==> src/rtl/alu_trace_fifo.sv <==
// Trace FIFO capturing {PC, IR, ALU} once per entry into the execute state of a processor.
// Optional TRACE_DROP_COUNT_EN adds a saturating Drop_Cnt output counting dropped captures.
module alu_trace_fifo #(
  parameter int unsigned DEPTH      = 8,
  parameter logic [3:0]  EXEC_STATE = 4'd4
) (
  input  logic        Clk,
  input  logic        ResetN,
  input  logic [3:0]  State,
  input  logic [6:0]  PC_In,
  input  logic [15:0] IR_In,
  input  logic [15:0] ALU_In,
  input  logic        Clear,
  input  logic        Rd_En,
  output logic        Rd_Valid,
  output logic [6:0]  Rd_PC,
  output logic [15:0] Rd_IR,
  output logic [15:0] Rd_ALU,
  output logic [6:0]  Count,
  output logic        Empty,
  output logic        Full,
`ifdef TRACE_DROP_COUNT_EN
  output logic        Overflow,
  output logic [7:0]  Drop_Cnt
`else
  output logic        Overflow
`endif
);

  localparam int unsigned AW = (DEPTH > 1) ? $clog2(DEPTH) : 1;

  typedef struct packed {
    logic [6:0]  pc;
    logic [15:0] ir;
    logic [15:0] alu;
  } entry_t;

  entry_t          mem_q [DEPTH];
  logic [AW-1:0]   wr_ptr_q, rd_ptr_q;
  logic [6:0]      count_q;
  logic [3:0]      prev_state_q;
  logic            overflow_q;
  logic            rd_valid_q;
  entry_t          rd_data_q;

  logic capture, empty, full, pop, push, drop;

  assign empty = (count_q == 7'd0);
  assign full  = (count_q == 7'(DEPTH));

  // Edge-detect into EXEC_STATE so a long dwell yields a single capture.
  assign capture = (State == EXEC_STATE) && (prev_state_q != EXEC_STATE);
  assign pop     = Rd_En && !empty && !Clear;
  // A pop in the same cycle frees a slot, so a push into a full FIFO still succeeds.
  assign push    = capture && !Clear && (!full || pop);
  assign drop    = capture && !Clear && full && !pop;

  always_ff @(posedge Clk) begin
    if (push) begin
      mem_q[wr_ptr_q] <= '{pc: PC_In, ir: IR_In, alu: ALU_In};
    end
  end

  always_ff @(posedge Clk or negedge ResetN) begin
    if (!ResetN) begin
      wr_ptr_q     <= '0;
      rd_ptr_q     <= '0;
      count_q      <= '0;
      prev_state_q <= 4'd0;
      overflow_q   <= 1'b0;
      rd_valid_q   <= 1'b0;
      rd_data_q    <= '0;
    end else begin
      // Not cleared by Clear: an EXEC_STATE dwell across Clear must not re-capture.
      prev_state_q <= State;
      if (Clear) begin
        wr_ptr_q   <= '0;
        rd_ptr_q   <= '0;
        count_q    <= '0;
        overflow_q <= 1'b0;
        rd_valid_q <= 1'b0;
      end else begin
        rd_valid_q <= pop;
        if (pop) begin
          rd_data_q <= mem_q[rd_ptr_q];
          rd_ptr_q  <= rd_ptr_q + AW'(1);
        end
        if (push) begin
          wr_ptr_q <= wr_ptr_q + AW'(1);
        end
        if (drop) begin
          overflow_q <= 1'b1;
        end
        unique case ({push, pop})
          2'b10:   count_q <= count_q + 7'd1;
          2'b01:   count_q <= count_q - 7'd1;
          default: count_q <= count_q;
        endcase
      end
    end
  end

`ifdef TRACE_DROP_COUNT_EN
  logic [7:0] drop_cnt_q;

  always_ff @(posedge Clk or negedge ResetN) begin
    if (!ResetN) begin
      drop_cnt_q <= 8'd0;
    end else if (Clear) begin
      drop_cnt_q <= 8'd0;
    end else if (drop && (drop_cnt_q != 8'hFF)) begin
      drop_cnt_q <= drop_cnt_q + 8'd1;
    end
  end

  assign Drop_Cnt = drop_cnt_q;
`endif

  assign Rd_Valid = rd_valid_q;
  assign Rd_PC    = rd_data_q.pc;
  assign Rd_IR    = rd_data_q.ir;
  assign Rd_ALU   = rd_data_q.alu;
  assign Count    = count_q;
  assign Empty    = empty;
  assign Full     = full;
  assign Overflow = overflow_q;

endmodule

==> config.mk <==
export PLATFORM = sky130hd
export DESIGN_NAME = alu_trace_fifo
export DESIGN_NICKNAME = d
export VERILOG_FILES = /design/src/rtl/alu_trace_fifo.sv
export SDC_FILE = /design/constraint.sdc
export NUM_CORES = 1
export LEC_CHECK = 0
export BUFFER_PORTS_ARGS = -buffer_cell sky130_fd_sc_hd__buf_2
export CAP_MARGIN = 15
export CORE_MARGIN = 2
export CORE_UTILIZATION = 54
export CTS_CLUSTER_DIAMETER = 100
export DETAILED_ROUTE_END_ITERATION = 8
export GPL_TIMING_DRIVEN = 0
export PLACE_DENSITY = 0.79
export SYNTH_ARGS = -nofsm -noshare
export SYNTH_HDL_FRONTEND = slang
export SYNTH_SLANG_ARGS = --single-unit
==> constraint.sdc <==
create_clock -name Clk -period 5.1 [get_ports Clk]
set_clock_uncertainty 0.1 [all_clocks]
set_input_delay 0.51 -clock Clk [delete_from_list [all_inputs] [get_ports Clk]]
set_output_delay 0.51 -clock Clk [all_outputs]
set_load 0.005 [all_outputs]
* Yosys cells after proc, flatten, opt, wreduce, memory -nomap -nowiden
Memories as Yosys holds them, arrays and structs flattened. A register that Yosys moved wholly into a read port is not among the register bits.
Index checks and enable logic that the tools add are counted.
** Word-level totals
- Word-level logic and storage cells :: 47
- Register bits after elaboration :: 19
- Output and inout port bits :: 50
- Memories kept :: 1
- RAM bits :: 312
** Memory list
- mem_q :: depth 8, width 39, rd ports 1, clocked after memory_dff 1, wr ports 1, RTL line 38 : entry_t mem_q [DEPTH];
** Operators by class
- $add $sub $neg :: 4
- Reduce and logical (&&, ||, !) cells :: 19
- Mux-type cells :: 11
- Bitwise operators :: 1
- Equality and inequality tests :: 5
** Operators with widths (count)
- $pmux W7 S2 :: 1
- $mux W3 :: 4
- $add A7 B1 Y7 const B :: 1
- $eq A7 B4 Y1 const B :: 1
- $logic_and A1 B1 Y1 :: 7
- $logic_not A7 Y1 :: 1
- $mux W7 :: 1
- $sub A7 B1 Y7 const B :: 1
- $add A3 B1 Y3 const B :: 2
- $reduce_bool A2 Y1 :: 3
- $logic_not A1 Y1 :: 5
- $mux W1 :: 5
- $eq A4 B3 Y1 const B :: 1
- $ne A4 B3 Y1 const B :: 1
- $reduce_bool A3 Y1 :: 1
- $eq A2 B1 Y1 const B :: 1
- $eq A2 B2 Y1 const B :: 1
- $reduce_and A2 Y1 :: 1
- $logic_or A1 B1 Y1 :: 1
- $not A1 Y1 :: 1

* Longest topological paths before layout
Gate-level depths: netlist of the first run.
- Depth in word-level cells :: 9
- Mapped depth :: 13

* Worst setup path after synthesis of the first run
OpenSTA, ideal clock, no wires.
- Path kind :: input to register
- Start point :: in Clear
- End point :: mem mem_q[0][0] (netlist name), enable pin
- Data required time :: 4.468 ns
- Library setup time :: 0.532 ns
- Buffers on the path :: 2
- Setup slack :: -0.855 ns
- Arrival time :: 5.322 ns
- Cell stages on the path :: 6
- Cells stage by stage :: clkbuf_1 nor4_1 and3_1 clkbuf_1 o21ai_2 nor4_1
** On the way
- Word-level cells in the longest chain between the ends :: 6
- Elaborated cells between the ends (all ways) :: 7
- Classes of those cells :: mux: 2; reduce/logical: 5
** Ends and longest elaborated chain
- from (decl) :: RTL line 13 : input logic Clear,
- $logic_not A1 Y1 * :: RTL line 53, 55
- $logic_and A1 B1 Y1 :: RTL line 53 : assign pop = Rd_En && !empty && !Clear;
- $logic_or A1 B1 Y1 :: RTL line 55 : assign push = capture && !Clear && (!full || pop);
- $logic_and A1 B1 Y1 * :: RTL line 55
- $mux W1 * :: RTL line 59 : if (push) begin
- $mux W1 (not written as such) * :: RTL line 60 : mem_q[wr_ptr_q] <= '{pc: PC_In, ir: IR_In, alu: ALU_In};
- to (decl) :: RTL line 38
Every way passes the cells marked *; elsewhere a longest branch is shown, timed or not.

* Worst setup path after layout of the first run
- Start point :: reg count_q[1] (netlist: Count[1])
- End point :: reg count_q[6] (netlist: Count[6])
** On the way
- Word-level cells in the longest chain between the ends :: 9
- Elaborated cells between the ends (all ways) :: 15
- Classes of those cells :: add/sub: 2; eq/ne: 3; mux: 2; reduce/logical: 8
** Ends and longest elaborated chain
- from (decl) :: RTL line 40 : logic [6:0] count_q;
- from (signal assigned) :: RTL line 95 : 2'b10: count_q <= count_q + 7'd1;
- from (signal assigned) :: RTL line 96 : 2'b01: count_q <= count_q - 7'd1;
- from (signal assigned) :: RTL line 97 : default: count_q <= count_q;
- $logic_not A7 Y1 :: RTL line 48 : assign empty = (count_q == 7'd0);
- $logic_not A1 Y1 :: RTL line 53
- $logic_and A1 B1 Y1 (2 in a row) :: RTL line 53
- $logic_or A1 B1 Y1 :: RTL line 55
- $logic_and A1 B1 Y1 :: RTL line 55
- $eq A2 B1 Y1 or $eq A2 B2 Y1 (tied branches) :: RTL line 94 : unique case ({push, pop})
- $pmux W7 S2 :: RTL line 94
- $mux W7 :: RTL line 76 : if (Clear) begin
Parallel ways exist; a longest one is shown, timed or not.
A chain may end at the register's enable or synchronous reset.

==> flow_summary.json, run 1 <==
{
  "grtUsageTotal_pct": 21.6,
  "cts_max_level": 2,
  "fin_nets": 908,
  "crit_path_end_kind": "flop",
  "rsz0062_at_grt": "no",
  "cp.arrival_ns": 4.12,
  "synth_flop_cell": "edfxtp_1",
  "seqCellArea_um2": 10800,
  "cts.sinks": 370,
  "fill_cells": 1731,
  "async_flop_share_pct": 15.7,
  "outcome": "finished with violations",
  "met2_usage_pct": 35.4,
  "critical_path_buf_inv_count": 2,
  "final-hold-violation-count": 3,
  "antenna_found_initial": 1,
  "cts-hold-fix-buffers": 0,
  "use_met3_pct": 4.09,
  "hp-class": "in2async",
  "fin_crit_ns": 3.78,
  "cts_made_buffers": 37,
  "start_util_pct": 54.6,
  "critical_path_class": "reg2reg",
  "die_y_um": 166,
  "cp_num_cells": 12,
  "vdd_drop_max_mv": 0.321,
  "die_area_um2": 27400,
  "yosysWarnings": 0,
  "synth_top_family_by_area": "multiplexers",
  "postRouteAntennaNets": 0,
  "worstMarginPinSlew_ns": 1.05,
  "worstPathCellList": "or4_4 -> o41a_2 -> clkbuf_1 -> nand2_1 -> inv_1 -> ha_1 -> nor2b_1 -> o31ai_1 -> a21oi_1 -> xnor2_1 -> or4_1 -> nand3_1",
  "portBuffers": 95,
  "row_count": 59,
  "layout_commonest_cell": "edfxtp_1",
  "synth_compound_area_share_pct": 2.74,
  "die_w_um": 166,
  "hold_slack_ns": -0.00494,
  "cts_resized": 0,
  "viasPerCell": 5.96,
  "core_um2": 25800,
  "failed_checks": "negative hold slack",
  "n_antenna_cell": 0,
  "cp-start-kind": "flop",
  "ys_seq_area_share_pct": 76.7,
  "synthMuxAreaShare_pct": 15.5,
  "synthCells": 695,
  "area_delta_synth_final_pct": 16.9,
  "detail_route.wl_per_cell_um": 24.0,
  "dp_hpwl_um": 18000,
  "drt_iter0_drc": 845,
  "synthesis.area_um2": 14100,
  "synth_cell_types": 42,
  "gp_congestion": 0.774,
  "place_ws_ns": 1.23,
  "use_met1_pct": 30.6,
  "synth-edff-count": 312,
  "power_density_nw_per_um2": 468,
  "first_global_vias": 7444,
  "synth-seq-cells": 370,
  "cts_root_buf": "clkbuf_16",
  "path_delay_family": "simple AND/OR/NAND/NOR gates",
  "drv_slew": 0,
  "syn_nets": 750,
  "cp_data_required_time_ns": 5.44,
  "drive_above_1_share_pct": 30.0,
  "post-route-util_pct": 63.8,
  "drt_first_pass_iters": 5,
  "clk_path_buf_depth": 3,
  "reg2reg_depth": 12,
  "top_usage_layer": "met2",
  "grt_pass1_wl_um": 45100,
  "clock_latency_ns": 0.52,
  "yosys.area_share.simple_pct": 2.78,
  "finalSetupViolCount": 0,
  "setup_ws_ns": 1.32,
  "synth_xor_area_share_pct": 0.372,
  "yosys.area_share.adder_pct": 0.762,
  "slowest_delay_ns": 0.58,
  "cts_tree": "done",
  "routed_wl_um": 29200,
  "max_cap_viol_count": 0,
  "fin_crit_sh_pct": 74.2,
  "drc": 0,
  "multi_input_area_um2": 3180,
  "layout_common_cells": "edfxtp_1, buf_2, mux4_2, dfrtp_1, nor2_1",
  "slowest_stage": "or4_4",
  "synth.avg_cell_area_um2": 20.3,
  "num_vias": 7251,
  "cts.clk_slew.worst_paths_ns": 0.06,
  "io_pins": 97,
  "cp_max_fo": 9,
  "grt_max_degree": 59,
  "cts_setup_buffers": 0,
  "power.leakage_nw": 5.50,
  "grt.overflow.total": 0,
  "slew_headroom_pct": 29.4,
  "fmax_mhz": 264
}
==> kinds of logic (layout without fill, tap and decap cells) <==
family / Yosys count / count (layout)
mux: 120 / 120
simple gates: 87 / 87
flops: 370 / 370
xor+xnor: 6 / 6
fa+ha+maj: 8 / 8
compound gates: 61 / 61
buf+inv: 43 / 230
==> layer usage <==
layer | wire [µm] | share of wire, % | vias to the layer above
met2 | 14500 | 50 | 315
met3 | 2290 | 7.9 | 39
met1 | 11800 | 40 | 3771
met5 | 13 | 0.045 | -
met4 | 543 | 1.9 | 2
li1 | - | - | 3124
==> worst paths after layout <==
path,start,to,slack [ns]
setup / recovery,Count[1]$_DFFE_PN0P_,Count[6]$_DFFE_PN0P_,1.32
hold / removal,ResetN,Rd_ALU[10]$_DFFE_PN0P_,-0.005
setup reg to reg,Count[1]$_DFFE_PN0P_,Count[6]$_DFFE_PN0P_,1.32
hold reg to reg,Rd_PC[1]$_DFFE_PN0P_,Rd_PC[1]$_DFFE_PN0P_,0.43
max in group asynchronous,ResetN,Rd_PC[4]$_DFFE_PN0P_,4.33
min in group Clk,State[3],prev_state_q[3]$_DFF_PN0_,0.01
==> where the power goes <==
part | internal, mW | switching, mW
clock | 1.44 | 1.06
sequential | 3.46 | 0.124
combinational | 0.806 | 0.827
total | 5.71 | 2.01
==> flip-flops by register name (all words and copies together), names as in the netlist <==
register	cells
Overflow	1
wr_ptr_q	3
mem_q	312
prev_state_q	4
Rd_ALU	16
Rd_IR	16
Count	7
rd_ptr_q	3
Rd_Valid	1
Rd_PC	7
==> cell usage after synthesis (4+ instances only) <==
cell | instances | area [µm²]
buf_1 | 7 | 26.3
nor3_1 | 4 | 20.0
dfrtp_1 | 58 | 1450
edfxtp_1 | 312 | 9370
mux2i_1 | 41 | 410
ha_1 | 7 | 87.6
nor2_1 | 57 | 214
mux4_2 | 78 | 1760
inv_1 | 7 | 26.3
nand2_1 | 7 | 26.3
a21oi_1 | 41 | 205
clkbuf_1 | 26 | 97.6
==> layout make-up <==
type / instances / area share [%]
flip-flops and latches: 370 / 65.6
multi-input cells: 282 / 19.3
clock buffers: 56 / 6.42
repair buffers: 119 / 4.76
well taps: 335 / 2.54
plain buffers: 36 / 0.880
clock inverters: 12 / 0.364
inverters: 7 / 0.159
==> worst reg2reg max path, stage by stage (launching register included) <==
cell	delay, ns
dfrtp_1	0.43
or4_4	0.58
o41a_2	0.38
clkbuf_1	0.28
nand2_1	0.20
inv_1	0.15
ha_1	0.36
nor2b_1	0.18
o31ai_1	0.28
a21oi_1	0.14
xnor2_1	0.16
or4_1	0.40
nand3_1	0.09
==> stage by stage <==
stage | setup TNS (ns) | instances | total power, mW | area (µm²)
after global routing | 0 | 1217 | 8.05 | 16500
after detailed placement | 0 | 1149 | 5.29 | 15400
final | 0 | 1217 | 7.72 | 16500
after floorplan | 0 | 695 | 4.74 | 14100
after CTS | 0 | 1217 | 7.79 | 16500
after global placement | -554.40 | 1125 | 5.24 | 15000
No activity file was read; power rests on OpenSTA's default activity.
==> inputs of run 2 (changes only) <==
Settings changed: ABC_AREA set to 1, CORE_UTILIZATION 54 to 57, PLACE_DENSITY 0.79 to 0.8.
Clock period 5.1 ns to 3.9 ns, I/O delays scaled along.
==> flow_summary.json, run 2 <==
{
  "p_sw_mw": 2.99,
  "synth-seq-cells": 370,
  "fin_nets": 1286,
  "drt_first_pass_iters": 5,
  "synth-edff-count": 312,
  "gp_congestion": 0.862,
  "antenna_found_initial": 2,
  "drt_iter0_drc": 1278,
  "switching_share_pct": 29.9,
  "viasPerCell": 6.14,
  "drv_slew": 0,
  "synth_flop_cell": "edfxtp_1",
  "cp_max_fo": 21,
  "die_w_um": 162,
  "r2r-start": "Count[0]$_DFFE_PN0P_",
  "die_area_um2": 26400,
  "cts_max_level": 2,
  "fin_crit_sh_pct": 74.7,
  "die_y_um": 162,
  "largest_reg_flops": 312,
  "fill_cells": 1646,
  "power_density_nw_per_um2": 603,
  "slew_headroom_pct": 39.8,
  "synth.avg_cell_area_um2": 13.2,
  "crit_path_end_kind": "flop",
  "critical_path_class": "in2reg",
  "num_vias": 9722,
  "power.leakage_nw": 6.05,
  "cp-start-kind": "primary input",
  "grtUsageTotal_pct": 27.4,
  "drive_above_1_share_pct": 15.5,
  "r2r_end": "mem_q[0][21]$_DFFE_PP_",
  "worstHoldStart": "ALU_In[7]",
  "drc": 0,
  "clkPwrFrac_pct": 32.5,
  "top_register": "mem_q",
  "worstMarginPinSlew_ns": 0.900,
  "detail_route.wl_per_cell_um": 22.4,
  "grt_pass1_wl_um": 55000,
  "post-place-cells": 1511,
  "cts_tree": "done",
  "cts.clk_slew.worst_paths_ns": 0.06,
  "synth_top_cell_area_share_pct": 65.5,
  "intPower_mw": 7.03,
  "postRouteAntennaNets": 0,
  "syn_nets": 1138,
  "cts_setup_buffers": 0,
  "cp_data_required_time_ns": 4.01,
  "rsz0062_at_grt": "no",
  "outcome": "complete, no violations",
  "layout_common_cells": "edfxtp_1, nor2_1, o21ai_0, buf_2, nand2_1",
  "grt.overflow.total": 0,
  "hp-class": "in2reg",
  "synthesis.area_um2": 14300,
  "grt_max_degree": 59,
  "core_um2": 24500,
  "routed_wl_um": 35500,
  "dp_hpwl_um": 21900,
  "pwr-share-seq_pct": 46.2,
  "ys_top_cells_by_area": "edfxtp_1, dfrtp_1, o21ai_0",
  "yosysWarnings": 0,
  "row_count": 57,
  "combPwrFrac_pct": 21.3,
  "yosysMostFrequentCell": "edfxtp_1",
  "hold_slack_ns": 0.0429,
  "area_delta_synth_final_pct": 16.0,
  "portBuffers": 96,
  "layout_commonest_cell": "edfxtp_1",
  "async_flop_share_pct": 15.7,
  "synthCells": 1083,
  "max_cap_viol_count": 0,
  "cts_root_buf": "clkbuf_16",
  "final-hold-violation-count": 0,
  "ys_seq_area_share_pct": 75.6,
  "clock_latency_ns": 0.52,
  "start_util_pct": 58.5,
  "r2r_setup_slack_ns": 1.00,
  "first_global_vias": 9921,
  "cts_made_buffers": 37,
  "final_cells": 1583,
  "cp.arrival_ns": 3.02,
  "synth_commonest_cells": "edfxtp_1, nor2_1, o21ai_0",
  "hold_end": "mem_q[6][7]$_DFFE_PP_",
  "fin_crit_ns": 2.91,
  "reg2reg_depth": 11,
  "clk_path_buf_depth": 3,
  "synth_cell_types": 32,
  "finalSetupViolCount": 0,
  "cts.sinks": 370,
  "min_path_cells": 1,
  "post-synth-top-area-cell": "edfxtp_1",
  "io_pins": 97,
  "fmax_mhz": 343,
  "vdd_drop_max_mv": 0.545
}
==> run 2: changes by cell type after synthesis, sizes merged, moves of 35 or more <==
cell and delta:
nand3 +38, mux4 -78, mux2i -41, nand2 +107, o221ai +64, a21oi -35
nor2 +126, o21ai +177
==> run 2: worst max-delay path by stage <==
| stage | start | to | slack, ns | cells past startpoint |
|---|---|---|---|---|
| after floorplan | Clear | mem_q[0][0]$_DFFE_PP_ | 0.61 | 8 |
| after global placement | Clear | mem_q[0][24]$_DFFE_PP_ | -1.05 | 8 |
| after detailed placement | Clear | mem_q[0][24]$_DFFE_PP_ | 0.92 | 9 |
| after CTS | State[1] | mem_q[0][0]$_DFFE_PP_ | 1.03 | 11 |
| after global routing | Count[6]$_DFFE_PN0P_ | mem_q[0][16]$_DFFE_PP_ | 0.84 | 11 |
| final | State[1] | mem_q[0][21]$_DFFE_PP_ | 0.99 | 11 |
==> run 2: layout make-up <==
cell class	instances	area [µm²]	share of cell area [%]
inverters	24	90.1	0.543
flip-flops and latches	370	10800	65.2
diodes	2	5.00	0.0301
clock inverters	16	95.1	0.573
multi-input cells	623	3180	19.2
clock buffers	49	1000	6.03
repair buffers	109	723	4.36
well taps	324	405	2.44
plain buffers	66	283	1.70
==> run 2: kinds of logic (layout without fill, tap and decap cells) <==
| logic type | Yosys count | after routing | synth area share [%] |
|---|---|---|---|
| other cells | 0 | 2 | 0 |
| fa+ha+maj | 8 | 8 | 0.752 |
| flops | 370 | 370 | 75.6 |
| buf+inv | 90 | 264 | 2.60 |
| xor+xnor | 4 | 4 | 0.245 |
| compound gates | 268 | 268 | 11.2 |
| simple gates | 343 | 343 | 9.58 |
==> run 2: per-layer routing <==
metal	vias to the layer above	track usage, %	routed length [µm]
li1	4285	-	-
met1	4726	36.5	13600
met2	595	44.4	17300
met3	116	5.27	3330
met4	0	12.7	1270
met5	-	0	0
==> run 2: repair_timing <==
item / CTS / global route
resized for setup: 0 / 0
hold buffers: 5 / 0
endpoints found under the hold margin: 62 / 0
==> run 2: metrics by stage <==
stage	setup slack [ns]	instance area, µm²	setup TNS, ns	util, %	total power [mW]
floorplan	0.606	14300	0	-	5.90
global placement	-1.05	15200	-308.41	62.1	6.70
detailed placement	0.917	15500	0	63.2	6.80
CTS	1.03	16600	0	67.9	10.0
global route	0.835	16600	0	67.9	10.4
finish	0.986	16600	0	67.9	10.0
==> run 2: power groups by stage <==
stage,sequential (mW),combinational [mW],clock [mW]
after detailed placement,4.70,2.09,0
final,4.63,2.13,3.26
after floorplan,4.72,1.18,0
after global placement,4.70,2.00,0
after CTS,4.63,2.11,3.29
after global routing,4.66,2.35,3.44
==> run 2: critical path, stage by stage <==
cell and delay, ns:
dlygate4sd3_1 0.53, buf_2 0.13, or2_1 0.21, nor2_2 0.11
nand2_2 0.10, clkinv_1 0.07, nand2_1 0.06, inv_1 0.11
nand2_1 0.26, nor2_4 0.77, buf_16 0.26
